--- config.mk ---
export PLATFORM = sky130hd
export DESIGN_NAME = mole_scheduler_flat
export DESIGN_NICKNAME = d
export VERILOG_FILES = /design/src/rtl/mole_scheduler_pkg.sv /design/src/rtl/mole_scheduler_if.sv /design/src/rtl/mole_scheduler_tick_down_timer.sv /design/src/rtl/mole_scheduler.sv /design/src/flat_wrapper.sv
export SDC_FILE = /design/constraint.sdc
export NUM_CORES = 1
export LEC_CHECK = 0
export BUFFER_PORTS_ARGS = -buffer_cell sky130_fd_sc_hd__buf_2
export CAP_MARGIN = 10
export CORE_UTILIZATION = 39
export DETAILED_ROUTE_END_ITERATION = 16
export GPL_TIMING_DRIVEN = 0
export HOLD_SLACK_MARGIN = 0.12
export PLACE_DENSITY = 0.68
export SETUP_SLACK_MARGIN = 0.4
export SLEW_MARGIN = 20
export SYNTH_ARGS = -nofsm -noshare
export SYNTH_HDL_FRONTEND = slang
export SYNTH_SLANG_ARGS = --single-unit
--- constraint.sdc ---
create_clock -name clk -period 2 [get_ports clk]
set_clock_uncertainty 0.05 [all_clocks]
set_input_delay 0.2 -clock clk [delete_from_list [all_inputs] [get_ports clk]]
set_output_delay 0.2 -clock clk [all_outputs]
set_load 0.02 [all_outputs]
--- src/rtl/mole_scheduler_pkg.sv ---
// Shared game package: FSM state encoding, parameter defaults and a small helper.
package mole_scheduler_pkg;

  typedef enum logic [2:0] {
    StIdle,
    StPick,
    StUp,
    StGap,
    StOver
  } state_e;

  localparam int unsigned DefNumHoles = 8;
  localparam int unsigned DefUpBase   = 400;
  localparam int unsigned DefUpRw     = 8;
  localparam int unsigned DefGapTicks = 200;
  localparam int unsigned DefMaxMiss  = 5;

  function automatic int unsigned max_u(input int unsigned a, input int unsigned b);
    return (a > b) ? a : b;
  endfunction

endpackage

--- src/rtl/mole_scheduler_if.sv ---
// Game bus between the scheduler and its surroundings (buttons, PRNG, display).
interface mole_scheduler_if #(
  parameter int unsigned NUM_HOLES = mole_scheduler_pkg::DefNumHoles
);
  logic                 start;
  logic                 stop;
  logic                 tick;
  logic [31:0]          rand_in;
  logic [NUM_HOLES-1:0] hit;
  logic [NUM_HOLES-1:0] mole;
  logic [7:0]           score;
  logic [3:0]           misses;
  logic                 hit_ok;
  logic                 game_over;
  logic                 busy;

  modport master (
    output start, stop, tick, rand_in, hit,
    input  mole, score, misses, hit_ok, game_over, busy
  );

  modport slave (
    input  start, stop, tick, rand_in, hit,
    output mole, score, misses, hit_ok, game_over, busy
  );
endinterface

--- src/rtl/mole_scheduler_tick_down_timer.sv ---
// Loadable down-counter stepped by a timebase strobe; stops at zero.
module tick_down_timer #(
  parameter int unsigned Width = 10
) (
  input  logic             clk,
  input  logic             rst,
  input  logic             load,
  input  logic [Width-1:0] load_val,
  input  logic             dec,
  output logic             zero,
  output logic             last
);
  logic [Width-1:0] count_q;

  // Load has priority over decrement; the count never wraps below zero.
  always_ff @(posedge clk or posedge rst) begin
    if (rst) begin
      count_q <= '0;
    end else if (load) begin
      count_q <= load_val;
    end else if (dec && (count_q != '0)) begin
      count_q <= count_q - Width'(1);
    end
  end

  assign zero = (count_q == '0);
  // The next decrement will reach zero.
  assign last = (count_q == Width'(1));
endmodule

--- src/rtl/mole_scheduler.sv ---
// Whack-a-mole round scheduler: picks holes, times mole-up and gap phases, keeps score.
module mole_scheduler
  import mole_scheduler_pkg::*;
#(
  parameter int unsigned NUM_HOLES = DefNumHoles,
  parameter int unsigned UP_BASE   = DefUpBase,
  parameter int unsigned UP_RW     = DefUpRw,
  parameter int unsigned GAP_TICKS = DefGapTicks,
  parameter int unsigned MAX_MISS  = DefMaxMiss
) (
  input logic               clk,
  input logic               rst,
  mole_scheduler_if.slave   bus
);
  localparam int unsigned HOLE_W = $clog2(NUM_HOLES);
  localparam int unsigned UpMax  = UP_BASE + (2 ** UP_RW) - 1;
  localparam int unsigned TimerW = $clog2(max_u(UpMax, GAP_TICKS) + 1);

  state_e              state_q, state_d;
  logic [HOLE_W-1:0]   prev_q, prev_d;
  logic [7:0]          score_q, score_d;
  logic [3:0]          misses_q, misses_d;
  logic                hit_ok_q, hit_ok_d;
  logic [NUM_HOLES-1:0] mole_q, mole_d;
  logic                busy_q, busy_d;
  logic                game_over_q, game_over_d;

  logic [HOLE_W-1:0]   cand, pick_hole;
  logic [TimerW-1:0]   up_load_val;
  logic                up_load, gap_load;
  logic                up_zero, up_last, gap_zero, gap_last;
  logic                up_expire, gap_done, valid_hit;

  // Bits of the PRNG word that play no part in hole or time selection.
  logic unused_rand;
  assign unused_rand = ^{bus.rand_in[31:8+UP_RW], bus.rand_in[7:HOLE_W]};

  assign cand        = bus.rand_in[HOLE_W-1:0];
  // Never repeat the previous hole: step to the neighbour, wrapping naturally.
  assign pick_hole   = (cand == prev_q) ? cand + HOLE_W'(1) : cand;
  assign up_load_val = TimerW'(UP_BASE) + TimerW'(bus.rand_in[8 +: UP_RW]);

  // prev_q doubles as the current hole while in UP.
  assign valid_hit = bus.hit[prev_q];
  assign up_expire = bus.tick && (up_last || up_zero);
  assign gap_done  = bus.tick && (gap_last || gap_zero);

  tick_down_timer #(.Width(TimerW)) u_up_timer (
    .clk      (clk),
    .rst      (rst),
    .load     (up_load),
    .load_val (up_load_val),
    .dec      (bus.tick && (state_q == StUp)),
    .zero     (up_zero),
    .last     (up_last)
  );

  tick_down_timer #(.Width(TimerW)) u_gap_timer (
    .clk      (clk),
    .rst      (rst),
    .load     (gap_load),
    .load_val (TimerW'(GAP_TICKS)),
    .dec      (bus.tick && (state_q == StGap)),
    .zero     (gap_zero),
    .last     (gap_last)
  );

  // Next-state, counters and registered-output values; stop overrides everything.
  always_comb begin
    state_d  = state_q;
    prev_d   = prev_q;
    score_d  = score_q;
    misses_d = misses_q;
    hit_ok_d = 1'b0;
    up_load  = 1'b0;
    gap_load = 1'b0;

    unique case (state_q)
      StIdle, StOver: begin
        if (bus.start) begin
          score_d  = '0;
          misses_d = '0;
          if (state_q == StIdle) prev_d = '0;
          state_d  = StPick;
        end
      end
      StPick: begin
        prev_d  = pick_hole;
        up_load = 1'b1;
        state_d = StUp;
      end
      StUp: begin
        // A hit beats an expiring tick in the same cycle.
        if (valid_hit) begin
          score_d  = (score_q == 8'hff) ? score_q : score_q + 8'd1;
          hit_ok_d = 1'b1;
          gap_load = 1'b1;
          state_d  = StGap;
        end else if (up_expire) begin
          misses_d = misses_q + 4'd1;
          if (misses_d == 4'(MAX_MISS)) begin
            state_d = StOver;
          end else begin
            gap_load = 1'b1;
            state_d  = StGap;
          end
        end
      end
      StGap: begin
        if (gap_done) state_d = StPick;
      end
      default: state_d = StIdle;
    endcase

    if (bus.stop && (state_q != StIdle)) begin
      state_d  = StIdle;
      prev_d   = prev_q;
      score_d  = score_q;
      misses_d = misses_q;
      hit_ok_d = 1'b0;
      up_load  = 1'b0;
      gap_load = 1'b0;
    end

    mole_d      = (state_d == StUp) ? ({{(NUM_HOLES-1){1'b0}}, 1'b1} << prev_d) : '0;
    busy_d      = (state_d == StPick) || (state_d == StUp) || (state_d == StGap);
    game_over_d = (state_d == StOver);
  end

  // State and registered outputs.
  always_ff @(posedge clk or posedge rst) begin
    if (rst) begin
      state_q     <= StIdle;
      prev_q      <= '0;
      score_q     <= '0;
      misses_q    <= '0;
      hit_ok_q    <= 1'b0;
      mole_q      <= '0;
      busy_q      <= 1'b0;
      game_over_q <= 1'b0;
    end else begin
      state_q     <= state_d;
      prev_q      <= prev_d;
      score_q     <= score_d;
      misses_q    <= misses_d;
      hit_ok_q    <= hit_ok_d;
      mole_q      <= mole_d;
      busy_q      <= busy_d;
      game_over_q <= game_over_d;
    end
  end

  assign bus.mole      = mole_q;
  assign bus.score     = score_q;
  assign bus.misses    = misses_q;
  assign bus.hit_ok    = hit_ok_q;
  assign bus.busy      = busy_q;
  assign bus.game_over = game_over_q;
endmodule

--- src/flat_wrapper.sv ---
// flat-port wrapper written by rule: the top's interface ports become plain ports
module mole_scheduler_flat import mole_scheduler_pkg::*;
#(
  parameter int unsigned NUM_HOLES = DefNumHoles,
  parameter int unsigned UP_BASE   = DefUpBase,
  parameter int unsigned UP_RW     = DefUpRw,
  parameter int unsigned GAP_TICKS = DefGapTicks,
  parameter int unsigned MAX_MISS  = DefMaxMiss
)
  (clk, rst, bus_start, bus_stop, bus_tick, bus_rand_in, bus_hit, bus_mole, bus_score, bus_misses, bus_hit_ok, bus_game_over, bus_busy);
  mole_scheduler_if #(.NUM_HOLES(NUM_HOLES)) bus_i ();
  input logic clk;
  input logic rst;
  input wire logic [$bits(bus_i.start)-1:0] bus_start;
  input wire logic [$bits(bus_i.stop)-1:0] bus_stop;
  input wire logic [$bits(bus_i.tick)-1:0] bus_tick;
  input wire logic [$bits(bus_i.rand_in)-1:0] bus_rand_in;
  input wire logic [$bits(bus_i.hit)-1:0] bus_hit;
  output wire logic [$bits(bus_i.mole)-1:0] bus_mole;
  output wire logic [$bits(bus_i.score)-1:0] bus_score;
  output wire logic [$bits(bus_i.misses)-1:0] bus_misses;
  output wire logic [$bits(bus_i.hit_ok)-1:0] bus_hit_ok;
  output wire logic [$bits(bus_i.game_over)-1:0] bus_game_over;
  output wire logic [$bits(bus_i.busy)-1:0] bus_busy;
  assign bus_i.start = bus_start;
  assign bus_i.stop = bus_stop;
  assign bus_i.tick = bus_tick;
  assign bus_i.rand_in = bus_rand_in;
  assign bus_i.hit = bus_hit;
  assign bus_mole = bus_i.mole;
  assign bus_score = bus_i.score;
  assign bus_misses = bus_i.misses;
  assign bus_hit_ok = bus_i.hit_ok;
  assign bus_game_over = bus_i.game_over;
  assign bus_busy = bus_i.busy;
  mole_scheduler #(.NUM_HOLES(NUM_HOLES), .UP_BASE(UP_BASE), .UP_RW(UP_RW), .GAP_TICKS(GAP_TICKS), .MAX_MISS(MAX_MISS)) u_core (.clk(clk), .rst(rst), .bus(bus_i));
endmodule
==> reports/qor.yml <==
sta:
  finalCriticalPeriod_ps: 2230
  relSlewSlack: 0.589
  setup_viol: 29
  setup_ws_ps: -230
  slew_viol_final: 0
  finalCritPeriodShare: 1.12
  tns_ps: -3150
  hold_violations: 0
  fmax_mhz: 448
  tightest_slew_ps: 617
  rsz0062_at_grt: "true"
  hold_slack_ps: 142
global_routing:
  grt_max_degree: 29
  antenna_found_initial: 0
  use_met2: 0.334
  met3_usage: 0.0259
  grt_pass1_wl_mm: 12.0
  grt_overflow_total: 0
  grt_use_total: 0.195
  busiest_layer: "met2"
  use_met1: 0.255
  grt_pass1_vias: 2641
floorplanning:
  dieArea_sq_mm: 0.00793
  num_io_pins: 68
  initial_utilization: 0.405
  fp.dieW_um: 89.1
  row_count: 31
  core_area_sq_mm: 0.00729
  die_h_um: 89.1
final_layout:
  nNetsFinal: 474
  drive_above_1_share: 0.461
  synthToLayoutAreaGrowth_pct: 50.8
  fin_util: 0.611
  insertedDiodeCount: 0
power:
  seq_power_share: 0.280
  p_leak_nw: 1.87
  internal-power_mw: 3.11
  combPwrFrac: 0.589
  clkPwrFrac: 0.132
  vdd_drop_max_mv: 0.575
  p_sw_frac: 0.434
  total_power_mw: 5.49
  p_switching_mw: 2.38
  power_density_mw_per_mm2: 1230
detailed_routing:
  drt_wl_total_mm: 7.86
  viasPerCell: 5.46
  remaining_drc_errors: 0
  wire_per_inst_um: 15.2
  ant_nets: 0
  dr.pass1.iters: 4
  drt_iter0_drc: 191
  dr_total_vias: 2829
critical_path:
  max_stage_delay_ps: 530
  cp-end-kind: "register"
  startpoint_type: "register"
  crit_type: "register to register"
  crit_fanout: 8
  cp.arrival_ps: 2390
  crit_slowest_cell: "or4_4"
  crit_chain: "buf_6, mux2_4, o22ai_4, nor3_2, or4_4, buf_12, nor4_2"
  critical_path_required_ps: 2160
yosys:
  syn_avg_cell_area_sq_um: 9.32
  synth_area_sq_mm: 0.00296
  synth_top_area_cell: "dfrtp_1"
  syn_inst: 317
  yosys_warnings: 0
  synth-async-reset-ratio: 1.00
  synth_cell_types: 58
  synth_top_area_frac: 0.415
  synth_ff_type: "dfrtp_1"
  ys_seq_area_frac: 0.415
  synth_nets: 373
  synth_edf_count: 0
  yosys-top-cells-area: "dfrtp_1, xor2_1, ha_1"
  synth.ff_latch_count: 49
clock_network:
  clockBufferDepth: 2
  cts_tree: "done"
  cts-root-buf: "clkbuf_8"
  clk_pin_slew_ps: 100
  numCtsBuffers: 5
  cts.sinks: 49
  cts_max_level: 2
  clock_latency_ps: 300
hold_path:
  min-delay-path-class: "input port to register"
place:
  portBuffers: 45
  dp_slack_ps: -354
  hpwl_mm: 4.88
  place_congestion: 0.835
outcome:
  violations: "negative setup slack"
  status: "complete, but fails checks"
job:
  cap_viol_max_count: 0
==> cell families (layout without fill, tap and decap cells) <==
family / Yosys count / in the layout / synth area share
DFF: 49 / 49 / 0.415
xor gates and xnor gates: 21 / 21 / 0.0622
adders and majority gates: 12 / 12 / 0.0500
buffers and inverters: 30 / 132 / 0.0470
AOI/OAI and AO/OA: 68 / 68 / 0.164
and+or+nand+nor: 129 / 129 / 0.233
muxes: 8 / 8 / 0.0292
==> power groups by stage <==
stage	sequential (mW)	clock, mW	combinational [mW]
6_report	1.53	0.722	3.23
5_1_grt	1.57	0.781	3.47
4_1_cts	1.51	0.742	2.77
3_5_place_dp	1.55	0	1.93
3_3_place_gp	1.54	0	1.88
2_1_floorplan	1.56	0	1.47
==> Yosys cell counts, drive strengths merged (2+ instances only) <==
library cell,count
xnor2,3
and2b,3
nand3,11
nor3,11
mux2i,6
or2,3
xor2,18
inv,18
nor4,18
or3b,2
o21a,4
nor2,24
a21oi,14
a211oi,3
o211a,2
nand2b,7
dfrtp,49
o311ai,3
clkbuf,6
nand4,9
ha,11
a22oi,2
mux2,2
a2bb2oi,2
o211ai,7
o31ai,4
or4,7
o21ai,13
a31oi,2
nor2b,3
nand2,25
buf,6
==> critical path, delay by kind of cell, from the launching register on <==
kind | cells | cell delay (ps)
and+or+nand+nor | 3 | 850
DFF | 1 | 380
muxes | 1 | 330
buffers and inverters | 2 | 320
AOI/OAI and AO/OA | 1 | 210
==> routing by layer <==
| layer | vias to the layer above | wire [um] | share of wire |
|---|---|---|---|
| met5 | - | 0 | 0 |
| met2 | 79 | 4070 | 0.52 |
| met3 | 11 | 283 | 0.036 |
| li1 | 1369 | - | - |
| met1 | 1370 | 3400 | 0.43 |
| met4 | 0 | 106 | 0.013 |
==> cell usage in the layout (no fill, tap or decap), types with 4 or more instances in the layout <==
master / instances
buf_2: 46
dfrtp_1: 41
buf_4: 33
nand2_1: 23
nor2_1: 23
xor2_1: 17
inv_1: 12
buf_6: 11
a21oi_1: 11
nor4_4: 9
nand4_1: 9
clkbuf_8: 8
dfrtp_2: 8
nand2b_1: 7
o211ai_1: 7
o21ai_1: 7
nand3_1: 6
ha_1: 6
nand3_2: 5
nor3_2: 5
nor3_1: 5
nor4_2: 5
dlygate4sd3_1: 5
inv_2: 4
mux2i_1: 4
or4_1: 4
nor4_1: 4
==> per-stage QoR <==
step / instance area, sq um / std cells
floorplan: 3070 / 317
global placement: 3420 / 461
detailed placement: 3440 / 462
CTS: 4190 / 503
global route: 4460 / 518
finish: 4460 / 518
==> timing repair <==
item                                    4_1_cts  5_1_grt
setup buffers                                26       15
resized for setup                            77       29
hold endpoints to repair                     25        0
cloned                                        2        0
hold buffers                                  5        0
endpoints found under the setup margin       48       49
pin swaps                                    30       13
==> registers in the layout, indices dropped and copies added (netlist names) <==
| register | flops |
|---|---|
| u_core.bus.busy | 1 |
| u_core.bus.game_over | 1 |
| u_core.bus.hit_ok | 1 |
| u_core.bus.misses | 4 |
| u_core.bus.mole | 8 |
| u_core.bus.score | 8 |
| u_core.prev_q | 3 |
| u_core.state_q | 3 |
| u_core.u_gap_timer.count_q | 10 |
| u_core.u_up_timer.count_q | 10 |
==> final cells by class <==
class / instances / area, sq um
multi-input combinational: 238 / 2120
fill: 607 / 2830
clock inverter: 3 / 46.3
clock buffer: 5 / 68.8
inverter: 18 / 77.6
tap: 99 / 124
timing repair buffer: 94 / 654
sequential: 49 / 1240
buffer: 12 / 133
==> path summary, 6_finish.rpt <==
path	cells past startpoint	start	end	slack, ps
max	7	u_core.prev_q[0]$_DFF_PP0_	u_core.bus.mole[3]$_DFF_PP0_	-230
max in group asynchronous	4	rst	u_core.bus.score[0]$_DFFE_PP0P_	970
max reg2reg	7	u_core.prev_q[0]$_DFF_PP0_	u_core.bus.mole[3]$_DFF_PP0_	-230
min	2	bus_rand_in[15]	u_core.u_up_timer.count_q[9]$_DFFE_PP0P_	140
min reg2reg	2	u_core.u_gap_timer.count_q[9]$_DFFE_PP0P_	u_core.u_gap_timer.count_q[9]$_DFFE_PP0P_	510
min in group asynchronous	3	rst	u_core.u_gap_timer.count_q[7]$_DFFE_PP0P_	400
(Power assumes the default switching activity.)
